==> config.mk <==
export PLATFORM = sky130hd
export DESIGN_NAME = ccw_sequencer
export DESIGN_NICKNAME = d
export VERILOG_FILES = /design/src/rtl/ccw_sequencer.sv
export SDC_FILE = /design/constraint.sdc
export NUM_CORES = 1
export LEC_CHECK = 0
export BUFFER_PORTS_ARGS = -buffer_cell sky130_fd_sc_hd__buf_2
export CAP_MARGIN = 20
export CORE_ASPECT_RATIO = 2
export CORE_MARGIN = 2
export CORE_UTILIZATION = 45
export DETAILED_ROUTE_END_ITERATION = 6
export PLACE_DENSITY = 0.87
export SKIP_CTS_REPAIR_TIMING = 1
export SLEW_MARGIN = 25
export SYNTH_ARGS = -nofsm -noshare
export SYNTH_HDL_FRONTEND = slang
export SYNTH_SLANG_ARGS = --single-unit
==> constraint.sdc <==
create_clock -name clk -period 3.7 [get_ports clk]
set_input_delay 0.185 -clock clk [delete_from_list [all_inputs] [get_ports clk]]
set_output_delay 0.185 -clock clk [all_outputs]
set_load 0.02 [all_outputs]
==> src/rtl/ccw_sequencer.sv <==
// Channel command word sequencer: drives one CCW through a channel and bridges the data streams.
// Optional watchdog selected by CCW_SEQUENCER_TIMEOUT_EN (undefined: no watchdog, host_timeout tied low).
module ccw_sequencer #(
    parameter int COUNT_WIDTH    = 16,
    parameter int TIMEOUT_CYCLES = 50000000
) (
    input  logic                   clk,
    input  logic                   reset,
    input  logic [7:0]             host_addr,
    input  logic [7:0]             host_command,
    input  logic [COUNT_WIDTH-1:0] host_count,
    input  logic                   host_go,
    output logic                   host_busy,
    output logic                   host_done,
    output logic [1:0]             host_cc,
    output logic [7:0]             host_status,
    output logic [COUNT_WIDTH-1:0] host_residual,
    output logic                   host_timeout,
    input  logic [7:0]             host_tx_tdata,
    input  logic                   host_tx_tvalid,
    output logic                   host_tx_tready,
    output logic [7:0]             host_rx_tdata,
    output logic                   host_rx_tvalid,
    input  logic                   host_rx_tready,
    output logic [7:0]             chan_addr,
    output logic [7:0]             chan_command,
    output logic                   chan_start,
    output logic                   chan_stop,
    input  logic                   chan_active,
    input  logic [1:0]             chan_condition_code,
    input  logic [7:0]             chan_status_tdata,
    input  logic                   chan_status_tvalid,
    output logic [7:0]             chan_send_tdata,
    output logic                   chan_send_tvalid,
    input  logic                   chan_send_tready,
    input  logic [7:0]             chan_recv_tdata,
    input  logic                   chan_recv_tvalid,
    output logic                   chan_recv_tready
);

    typedef enum logic [2:0] {
        IDLE,
        START,
        WAIT_ACTIVE,
        RUN,
        STOP,
        DONE
    } state_t;

    state_t                 state_q, state_d;
    logic [COUNT_WIDTH-1:0] residual_q, residual_d;
    logic [7:0]             chanAddr_q, chanAddr_d;
    logic [7:0]             chanCommand_q, chanCommand_d;
    logic [1:0]             hostCc_q, hostCc_d;
    logic [7:0]             hostStatus_q, hostStatus_d;
    logic [COUNT_WIDTH-1:0] hostResidual_q, hostResidual_d;
    logic                   hostTimeout_q, hostTimeout_d;

    logic                   isSend;
    logic                   xferEn;
    logic                   handshake;
    logic [COUNT_WIDTH-1:0] residualNext;
    logic                   wdFire;

    // Streams are only bridged while running with bytes still owed; otherwise both sides see backpressure.
    always_comb begin
        isSend           = chanCommand_q[0];
        xferEn           = (state_q == RUN) && (residual_q != '0);
        chan_send_tdata  = host_tx_tdata;
        chan_send_tvalid = xferEn && isSend && host_tx_tvalid;
        host_tx_tready   = xferEn && isSend && chan_send_tready;
        host_rx_tdata    = chan_recv_tdata;
        host_rx_tvalid   = xferEn && !isSend && chan_recv_tvalid;
        chan_recv_tready = xferEn && !isSend && host_rx_tready;
        handshake        = (chan_send_tvalid && chan_send_tready) ||
                           (chan_recv_tvalid && chan_recv_tready);
        residualNext     = handshake ? (residual_q - COUNT_WIDTH'(1)) : residual_q;
    end

`ifdef CCW_SEQUENCER_TIMEOUT_EN
    localparam int WD_W = $clog2(TIMEOUT_CYCLES + 1);

    logic [WD_W-1:0] wd_q, wd_d;
    logic            wdWindow;

    // The watchdog restarts as the channel is started and runs until the operation completes.
    always_comb begin
        wdWindow = (state_q == WAIT_ACTIVE) || (state_q == RUN) || (state_q == STOP);
        wdFire   = wdWindow && (wd_q == WD_W'(TIMEOUT_CYCLES - 1));
        wd_d     = wd_q;
        if (state_q == START) begin
            wd_d = '0;
        end else if (wdWindow) begin
            wd_d = wd_q + WD_W'(1);
        end
    end

    always_ff @(posedge clk) begin
        if (reset) begin
            wd_q <= '0;
        end else begin
            wd_q <= wd_d;
        end
    end

    assign host_timeout = hostTimeout_q;
`else
    logic unusedTimeoutCfg;

    assign unusedTimeoutCfg = ^TIMEOUT_CYCLES ^ hostTimeout_q;
    assign wdFire           = 1'b0;
    assign host_timeout     = 1'b0;
`endif

    always_comb begin
        state_d        = state_q;
        residual_d     = residual_q;
        chanAddr_d     = chanAddr_q;
        chanCommand_d  = chanCommand_q;
        hostCc_d       = hostCc_q;
        hostStatus_d   = hostStatus_q;
        hostResidual_d = hostResidual_q;
        hostTimeout_d  = hostTimeout_q;

        case (state_q)
            IDLE: begin
                if (host_go) begin
                    chanAddr_d    = host_addr;
                    chanCommand_d = host_command;
                    residual_d    = host_count;
                    hostTimeout_d = 1'b0;
                    state_d       = START;
                end
            end
            START: begin
                state_d = WAIT_ACTIVE;
            end
            WAIT_ACTIVE: begin
                if (chan_active) begin
                    state_d = RUN;
                end
            end
            RUN: begin
                // A byte accepted in the same cycle the channel drops still counts.
                residual_d = residualNext;
                if (!chan_active) begin
                    hostCc_d = chan_condition_code;
                    state_d  = DONE;
                end else if (residual_q == '0) begin
                    state_d = STOP;
                end
            end
            STOP: begin
                if (!chan_active) begin
                    hostCc_d = chan_condition_code;
                    state_d  = DONE;
                end
            end
            DONE: begin
                state_d = IDLE;
            end
            default: begin
                state_d = IDLE;
            end
        endcase

        if (wdFire) begin
            hostCc_d      = 2'd3;
            hostTimeout_d = 1'b1;
            state_d       = DONE;
        end

        if ((state_d == DONE) && (state_q != DONE)) begin
            hostResidual_d = residual_d;
        end

        if ((state_q != IDLE) && chan_status_tvalid) begin
            hostStatus_d = chan_status_tdata;
        end
    end

    always_ff @(posedge clk) begin
        if (reset) begin
            state_q        <= IDLE;
            residual_q     <= '0;
            chanAddr_q     <= '0;
            chanCommand_q  <= '0;
            hostCc_q       <= '0;
            hostStatus_q   <= '0;
            hostResidual_q <= '0;
            hostTimeout_q  <= 1'b0;
        end else begin
            state_q        <= state_d;
            residual_q     <= residual_d;
            chanAddr_q     <= chanAddr_d;
            chanCommand_q  <= chanCommand_d;
            hostCc_q       <= hostCc_d;
            hostStatus_q   <= hostStatus_d;
            hostResidual_q <= hostResidual_d;
            hostTimeout_q  <= hostTimeout_d;
        end
    end

    assign host_busy     = (state_q != IDLE);
    assign host_done     = (state_q == DONE);
    assign chan_start    = (state_q == START);
    assign chan_stop     = (state_q == STOP);
    assign chan_addr     = chanAddr_q;
    assign chan_command  = chanCommand_q;
    assign host_cc       = hostCc_q;
    assign host_status   = hostStatus_q;
    assign host_residual = hostResidual_q;

endmodule

==> impl_metrics.env, run 1 <==
export IMPL_die_height_um=118
export IMPL_avgViaCountPerCell=5.46
export IMPL_ys_flop_type="dfxtp_1"
export IMPL_fp_dieArea_um2=7250
export IMPL_fin_setup_tns_ns=0
export IMPL_rsz0062_at_grt="false"
export IMPL_crit_start="residual_q[1]$_SDFF_PP0_"
export IMPL_cp_end_kind="output port"
export IMPL_required_ns=3.51
export IMPL_skew_ns=0.00522
export IMPL_hold_path_class="primary input to register"
export IMPL_grt_met3_usage=0.0536
export IMPL_initial_core_util=0.467
export IMPL_row_count=41
export IMPL_grt_max_degree=62
export IMPL_grt_total_usage=0.231
export IMPL_max_freq_ghz=0.373
export IMPL_grt_busiest_layer="met2"
export IMPL_drt_iter0_drc=140
export IMPL_synthCells=357
export IMPL_wl_per_cell_um=15.2
export IMPL_slew_headroom=0.522
export IMPL_cts_clk_slew_worst_paths_ns=0.05
export IMPL_cts_buffer_depth=2
export IMPL_ant_nets=0
export IMPL_synth_seq_cells=61
export IMPL_cts_tree="done"
export IMPL_worstPathMaxFanout=8
export IMPL_period_share=0.724
export IMPL_cts_made_buffers=9
export IMPL_status="finished, final reports clean"
export IMPL_gp_congestion=0.965
export IMPL_power_density_nw_per_um2=552
export IMPL_fin_crit_ns=2.68
export IMPL_synth_edff_count=0
export IMPL_worstReg2RegStart="state_q[1]$_SDFF_PP0_"
export IMPL_path_class="register to output port"
export IMPL_hold_slack_ns=0.0863
export IMPL_nNetsFinal=500
export IMPL_grt_pass1_wl_mm=12.6
export IMPL_vias=2855
export IMPL_grt_overflow=0
export IMPL_met1_usage=0.242
export IMPL_drv_slew=0
export IMPL_antenna_found_initial=0
export IMPL_endpoint="host_rx_tvalid"
export IMPL_yosys_cell_types_count=54
export IMPL_avgSynthCellArea_um2=8.25
export IMPL_grtUsageMet2=0.401
export IMPL_synth_async_reset_ratio=0
export IMPL_portBuffers=100
export IMPL_cp_arrival_ns=2.50
export IMPL_setup_violations=0
export IMPL_max_cap_violations=0
export IMPL_core_area_um2=6310
export IMPL_worstMarginPinSlew_ns=0.715
export IMPL_route_detailed_drc=0
export IMPL_rr_endpoint="host_residual[8]$_SDFFE_PP0P_"
export IMPL_final_cell_mix="99 x buf_2, 64 x nand2_1, 61 x dfxtp_1"
export IMPL_diodes=0
export IMPL_layout_commonest_cell="buf_2"
export IMPL_syn_area_um2=2950
export IMPL_syn_num_nets=425
export IMPL_ys_warn_count=0
export IMPL_clock_sinks=61
export IMPL_p_leak_nw=1.63
export IMPL_wl_mm=7.93
export IMPL_critPathLaunchType="register"
export IMPL_die_width_um=61.2
export IMPL_insertion_delay_ns=0.33
export IMPL_htree_levels=3
export IMPL_peakVddDrop_mv=0.555
export IMPL_drt_pass1_iterations=4
export IMPL_ff2ff_path_depth=5
export IMPL_syn2layout_area_growth_pct=25.4
export IMPL_clockRootBuffer="clkbuf_16"
export IMPL_ys_seq_area_frac=0.415
export IMPL_io_pins=134
export IMPL_dp_hpwl_mm=5.88
export IMPL_grt_pass1_vias=2781
export IMPL_hold_viol=0
export IMPL_rrSetupSlack_ns=1.13
export IMPL_drive_above_1_share=0.307
[routing by layer]
| metal | vias to the layer above | wire [µm] |
|---|---|---|
| li1 | 1418 | - |
| met1 | 1329 | 2950 |
| met2 | 89 | 4290 |
| met3 | 19 | 412 |
| met4 | 0 | 265 |
| met5 | - | 0 |
[through the flow]
stage | setup WS, ns | total power, W | cell area [µm²] | std cells | util
after floorplan | 1.55 | 0.00106 | 2950 | 357 | -
after global placement | 1.25 | 0.00117 | 3380 | 507 | 0.535
after detailed placement | 1.18 | 0.00117 | 3380 | 507 | 0.535
after CTS | 1.06 | 0.00205 | 3690 | 523 | 0.585
after global routing | 0.847 | 0.00212 | 3690 | 523 | 0.586
final | 1.02 | 0.00204 | 3690 | 523 | 0.586
[state kept, by name, summed over array words and instances, names as in the netlist]
name and flops:
host_residual 16, residual_q 16, chan_addr 8, chan_command 8, host_status 8, state_q 3, host_cc 2
[where the power goes]
| part | internal (W) | switching (W) | total (W) |
|---|---|---|---|
| registers | 0.000706 | 0.0000523 | 0.000759 |
| clock network | 0.000584 | 0.000295 | 0.000880 |
| logic | 0.000150 | 0.000252 | 0.000402 |
| total | 0.00144 | 0.000600 | 0.00204 |
[critical path, cell delays in order, from the launching register on]
cell and delay (ns):
dfxtp_1 0.35, inv_1 0.07, ha_1 0.18, nor3b_1 0.61, nand4_1 0.48, nand2_1 0.23, nor3b_1 0.07, buf_2 0.16
[cell usage after synthesis, drive strengths merged (4+ instances only)]
library cell | instances | area (µm²)
nor3 | 8 | 40.0
a211oi | 16 | 125
nand2 | 64 | 240
a21oi | 35 | 175
a31oi | 6 | 37.5
nor4 | 5 | 43.8
buf | 18 | 133
dfxtp | 61 | 1220
mux2i | 8 | 80.1
nand3 | 5 | 25.0
clkbuf | 21 | 78.8
a311oi | 6 | 52.6
or3 | 4 | 25.0
a21o | 5 | 37.5
nor2 | 43 | 164
[kinds of logic after synthesis]
| kind of cell | Yosys count | share of synthesized area |
|---|---|---|
| other | 1 | 0.00127 |
| adder cells (fa/ha/maj) | 1 | 0.00425 |
| multiplexers | 10 | 0.0361 |
| flip-flops | 61 | 0.415 |
| AND/OR/NAND/NOR | 155 | 0.253 |
| AO/OA/AOI/OAI | 87 | 0.215 |
| buffers and inverters | 42 | 0.0756 |
[final cells by class]
type	instances	area (µm²)
Tap cell	86	108
Inverter	3	11.3
Clock buffer	9	225
Clock inverter	7	90.1
Fill cell	581	2620
Multi-Input combinational cell	254	1510
Sequential cell	61	1220
Timing Repair Buffer	103	526
[how the worst min path moves through the flow]
stage	end	from	slack, ns	depth (start not counted)
after floorplan	host_cc[0]$_SDFFE_PP0P_	chan_condition_code[0]	0.32	2
after global placement	chan_send_tdata[1]	host_tx_tdata[1]	0.37	0
after detailed placement	chan_send_tdata[1]	host_tx_tdata[1]	0.37	0
after CTS	host_status[6]$_SDFFE_PP0P_	chan_status_tdata[6]	0.08	3
after global routing	chan_command[4]$_SDFFE_PP0P_	host_command[4]	0.1	3
final	host_status[0]$_SDFFE_PP0P_	chan_status_tdata[0]	0.09	3
Power figures use the tool's default switching activity.
==> run 2: changes to the inputs <==
- ABC_AREA: not set -> 1
- PLACE_DENSITY: 0.87 -> 0.85
- clock period: 3.7 -> 2.65 ns (I/O delays scaled with it)
==> run 2 against run 1 <==
  * Wire length grew 6.6%
  * Critical path type is now register to register
  * Largest cell class unchanged
  * Count of clock-buffer cells in the layout grew 3
  * Worst hold slack worse by 0.032 ns
  * Synthesized cell count rose by 47%
==> impl_metrics.env, run 2 <==
export IMPL_htree_levels=3
export IMPL_fin_crit_ns=2.07
export IMPL_ys_flop_type="dfxtp_1"
export IMPL_fin_setup_tns_ns=0
export IMPL_dp_slack_ns=0.605
export IMPL_synth_most_common_cell="nand2_1"
export IMPL_skew_ns=0.00774
export IMPL_io_pins=134
export IMPL_ys_warn_count=0
export IMPL_synthCells=526
export IMPL_max_cap_violations=0
export IMPL_avgViaCountPerCell=4.99
export IMPL_ys_seq_area_frac=0.354
export IMPL_worstPathMaxFanout=17
export IMPL_ant_nets=0
export IMPL_clockRootBuffer="clkbuf_16"
export IMPL_syn2layout_area_growth_pct=22.0
export IMPL_grt_max_degree=41
export IMPL_cts_buffer_depth=2
export IMPL_fp_dieArea_um2=8420
export IMPL_slew_headroom=0.510
export IMPL_route_detailed_drc=0
export IMPL_drt_iter0_drc=223
export IMPL_max_stage_delay_ns=0.32
export IMPL_synth_edff_count=0
export IMPL_fillers=738
export IMPL_ys_top_cells_by_count="134 x nand2_1, 61 x dfxtp_1, 59 x inv_1, 57 x nand3_1, 55 x nor2_1"
export IMPL_row_count=45
export IMPL_grt_total_usage=0.210
export IMPL_insertion_delay_ns=0.33
export IMPL_drt_pass1_iterations=4
export IMPL_cp_end_kind="register"
export IMPL_drive_above_1_share=0.226
export IMPL_hold_viol=0
export IMPL_nNetsFinal=669
export IMPL_critical_path_top_delay_family="simple AND/OR/NAND/NOR gates"
export IMPL_peakVddDrop_mv=0.429
export IMPL_diodes=0
export IMPL_cp_arrival_ns=2.29
export IMPL_path_cells="inv_1 > ha_1 > nand2_2 > nor2_4 > nand2_4 > nand2_8 > nor2_4 > nand3_4 > nand2_4 > nand2_1 > nand3_1 > nand3_1 > nand2_1 > inv_1"
export IMPL_syn_area_um2=3450
export IMPL_cp_num_buf_inv=2
export IMPL_setup_violations=0
export IMPL_initial_core_util=0.460
export IMPL_power_density_nw_per_um2=749
export IMPL_gp_congestion=0.847
export IMPL_status="finished, final reports clean"
export IMPL_p_leak_nw=2.07
export IMPL_seq_area_um2=1220
export IMPL_grt_pass1_vias=3250
export IMPL_synth_async_reset_ratio=0
export IMPL_critPathLaunchType="register"
export IMPL_die_height_um=128
export IMPL_syn_num_nets=594
export IMPL_clock_sinks=61
export IMPL_synth_seq_cells=61
export IMPL_vias=3495
export IMPL_critPathSlowestCell="dfxtp_1"
export IMPL_multi_input_area_um2=1750
export IMPL_rsz0062_at_grt="false"
export IMPL_wl_mm=8.45
export IMPL_grt_pass1_wl_mm=14.2
export IMPL_core_area_um2=7490
export IMPL_layout_commonest_cell="nand2_1"
export IMPL_die_width_um=65.9
export IMPL_drv_slew=0
export IMPL_required_ns=2.87
export IMPL_max_freq_ghz=0.483
export IMPL_final_cell_mix="134 x nand2_1, 100 x buf_2, 61 x dfxtp_1"
export IMPL_hold_path_class="primary input to register"
export IMPL_period_share=0.781
export IMPL_worstMarginPinSlew_ns=0.736
export IMPL_wl_per_cell_um=12.1
export IMPL_path_class="register to register"
export IMPL_synth_top_area_cell="dfxtp_1"
export IMPL_cts_tree="done"
export IMPL_cts_clk_slew_worst_paths_ns=0.05
export IMPL_grt_overflow=0
export IMPL_antenna_found_initial=0
export IMPL_cts_made_buffers=9
export IMPL_dp_hpwl_mm=5.86
export IMPL_fin_ws_ns=0.580
export IMPL_ys_top_cells_by_area="dfxtp_1 35%, nand2_1 15%, nand3_1 8.3%, inv_1 6.4%, a21oi_1 6.1%"
export IMPL_synth_top_area_share=0.354
export IMPL_portBuffers=100
export IMPL_avgSynthCellArea_um2=6.55
export IMPL_yosys_cell_types_count=30
## run 2: final timing paths
kind	startpoint	end	slack (ns)	depth (start not counted)
max	residual_q[0]$_SDFF_PP0_	host_residual[2]$_SDFFE_PP0P_	0.58	14
min	chan_status_tdata[0]	host_status[0]$_SDFFE_PP0P_	0.05	3
max reg2reg	residual_q[0]$_SDFF_PP0_	host_residual[2]$_SDFFE_PP0P_	0.58	14
min reg2reg	host_status[3]$_SDFFE_PP0P_	host_status[3]$_SDFFE_PP0P_	0.46	2
## run 2: where the power goes
part           internal [W]  switching, W
clock network      0.000942      0.000394
registers          0.000995     0.0000594
logic              0.000259      0.000499
## run 2: layout make-up
cell class	instances	area share
multi-input cells	363	0.417
flip-flops and latches	61	0.290
repair buffers	106	0.130
clock buffers	12	0.0586
inverters	60	0.0536
well taps	94	0.0280
clock inverters	4	0.0226
## run 2: layer usage
metal	wire length (µm)	vias up	global-route usage
met5	0	-	0
met4	126	0	0.0919
met3	506	11	0.0439
met2	4130	112	0.341
met1	3690	1578	0.264
li1	-	1794	-
## run 2: metrics by stage
stage | power [W] | std cells | util | hold WS (ns) | instance area (µm²)
after floorplan | 0.00165 | 526 | - | 0.277 | 3450
after global placement | 0.00181 | 684 | 0.516 | 0.265 | 3860
after detailed placement | 0.00182 | 684 | 0.516 | 0.265 | 3860
after CTS | 0.00317 | 700 | 0.561 | 0.0421 | 4200
after global routing | 0.00332 | 700 | 0.561 | 0.0468 | 4200
final | 0.00315 | 700 | 0.561 | 0.0547 | 4200
## run 2: kinds of logic after synthesis
group | share of synthesized area
buf+inv | 0.138
flops | 0.354
compound gates | 0.116
fa+ha+maj | 0.00363
xor+xnor | 0.0330
other cells | 0.00109
simple gates | 0.354
## run 2: worst min-delay path: stages
cell and delay (ns):
buf_2 0.09, nand2_1 0.05, a21oi_1 0.05
==> run 3: changes to the inputs <==
- clock period: 2.65 -> 2.1 ns (I/O delays scaled with it)
==> run 3 against run 2 <==
  * Sequential share of layout area down 0.99 points
  * Critical path depth unchanged
  * Maximum frequency up 6.3%
  * Sequential power up 27%
  * Utilization up 2.0 points
  * Clock power up 28%
  * Critical path type unchanged
  * Largest cell class unchanged
==> impl_metrics.env, run 3 (same netlist as run 2, synthesis figures left out) <==
export IMPL_worstReg2RegStart="residual_q[1]$_SDFF_PP0_"
export IMPL_layout_commonest_cell="nand2_1"
export IMPL_gp_congestion=0.879
export IMPL_power_switching_w=0.00128
export IMPL_syn2layout_area_growth_pct=26.3
export IMPL_p_int_w=0.00277
export IMPL_critPathSlowestCell="dfxtp_1"
export IMPL_critical_path_top_delay_family="simple AND/OR/NAND/NOR gates"
export IMPL_wl_met1_mm=3.86
export IMPL_row_count=45
export IMPL_hold_start="chan_status_tdata[5]"
export IMPL_grt_overflow=0
export IMPL_portBuffers=100
export IMPL_core_area_um2=7490
export IMPL_seqPwrFrac=0.330
export IMPL_power_density_nw_per_um2=929
export IMPL_die_width_um=65.9
export IMPL_skew_ns=0.00296
export IMPL_vias=3665
export IMPL_period_share=0.928
export IMPL_routed_wl_met2_mm=4.49
export IMPL_fin_area_um2=4350
export IMPL_grt_max_degree=62
export IMPL_p_comb_frac=0.246
export IMPL_setup_violations=0
export IMPL_grt_pass1_wl_mm=14.4
export IMPL_diodes=0
export IMPL_initial_core_util=0.460
export IMPL_grt_total_usage=0.213
export IMPL_cp_arrival_ns=2.18
export IMPL_dp_hpwl_mm=5.85
export IMPL_cp_num_buf_inv=3
export IMPL_route_detailed_drc=0
export IMPL_grt_pass1_vias=3291
export IMPL_cts_buffer_depth=2
export IMPL_worstPathMaxFanout=7
export IMPL_wl_per_cell_um=12.8
export IMPL_fin_crit_ns=1.95
export IMPL_antenna_found_initial=0
export IMPL_utilization=0.581
export IMPL_slew_headroom=0.586
export IMPL_insertion_delay_ns=0.33
export IMPL_worstMarginPinSlew_ns=0.619
export IMPL_p_leak_nw=2.12
export IMPL_fp_dieArea_um2=8420
export IMPL_hold_viol=0
export IMPL_critPathLaunchType="register"
export IMPL_drive_above_1_share=0.250
export IMPL_clock_sinks=61
export IMPL_switching_share=0.316
export IMPL_dr_wl_met3_um=609
export IMPL_drt_pass1_iterations=7
export IMPL_rsz0062_at_grt="false"
export IMPL_topRoutingLayerUsed="met4"
export IMPL_cts_clk_slew_worst_paths_ns=0.05
export IMPL_htree_levels=3
export IMPL_status="finished, final reports clean"
export IMPL_final_cell_mix="134 x nand2_1, 100 x buf_2, 61 x dfxtp_1"
export IMPL_path_cells="inv_1 > ha_2 > nand2_4 > nor2_4 > nand2_4 > nand2_8 > nor2_4 > nand3_4 > buf_4 > nand3_1 > nand3_1 > nand3_1 > nand2_1 > inv_1"
export IMPL_max_freq_ghz=0.513
export IMPL_drt_iter0_drc=169
export IMPL_placed_area_um2=3890
export IMPL_crit_start="residual_q[1]$_SDFF_PP0_"
export IMPL_hold_path_class="primary input to register"
export IMPL_avgViaCountPerCell=5.13
export IMPL_io_pins=134
export IMPL_max_stage_delay_ns=0.31
export IMPL_peakVddDrop_mv=0.648
export IMPL_path_common_cell="nand3_1"
export IMPL_die_height_um=128
export IMPL_clockRootBuffer="clkbuf_16"
export IMPL_fin_setup_tns_ns=0
export IMPL_drv_slew=0
export IMPL_path_class="register to register"
export IMPL_max_cap_violations=0
export IMPL_cts_tree="done"
export IMPL_ant_nets=0
export IMPL_required_ns=2.33
export IMPL_cp_end_kind="register"
export IMPL_cts_made_buffers=9
export IMPL_nNetsFinal=683
export IMPL_power_frac_clock=0.424
export IMPL_fillers=703
export IMPL_wl_mm=9.14
export IMPL_hold_slack_ns=0.0209
==> run 3: changes by cell type in the layout (fill, tap and decap cells not counted), moves of 2 or more <==
cell	before	now
buf_4	6	16
clkbuf_1	2	0
clkinvlp_4	0	2
nand3_2	0	2
==> run 3: power by group through the flow <==
stage               registers [W]  logic [W]  clock network [W]
floorplan                 0.00141   0.000675                  0
global placement          0.00135   0.000945                  0
detailed placement        0.00135   0.000955                  0
CTS                       0.00133   0.000962            0.00174
global route              0.00134    0.00111            0.00180
finish                    0.00133   0.000995            0.00172
==> run 3: stage by stage <==
stage | power (W) | cells | worst slack (ns)
5_1_grt | 0.00425 | 714 | 0.00311
3_5_place_dp | 0.00231 | 686 | 0.0452
3_3_place_gp | 0.00229 | 686 | 0.145
4_1_cts | 0.00403 | 702 | 0.0112
6_report | 0.00405 | 714 | 0.152
2_1_floorplan | 0.00208 | 526 | 0.333
==> run 3: cell type report <==
class / instances / area [µm²] / share of cell area
flip-flops and latches: 61 / 1220 / 0.281
well taps: 94 / 118 / 0.0270
clock inverters: 7 / 123 / 0.0282
multi-input cells: 366 / 1800 / 0.414
clock buffers: 9 / 225 / 0.0517
repair buffers: 117 / 641 / 0.147
inverters: 60 / 225 / 0.0517
==> run 3: worst paths after layout <==
path | end | slack (ns) | depth (start not counted)
hold reg to reg | host_status[3]$_SDFFE_PP0P_ | 0.46 | 2
hold / removal | host_status[5]$_SDFFE_PP0P_ | 0.02 | 3
setup / recovery | host_residual[6]$_SDFFE_PP0P_ | 0.15 | 14
setup reg to reg | host_residual[6]$_SDFFE_PP0P_ | 0.15 | 14
==> run 3: metal layers <==
layer,GRT usage,vias up
met2,0.345,153
li1,-,1829
met1,0.273,1667
met4,0.0760,0
met5,0,-
met3,0.0518,16
==> run 3: tightest hold or removal path: cells and delay by family <==
kind	cells	cell delay (ns)
buffers and inverters	1	0.09
AND/OR/NAND/NOR	1	0.05
AO/OA/AOI/OAI	1	0.05
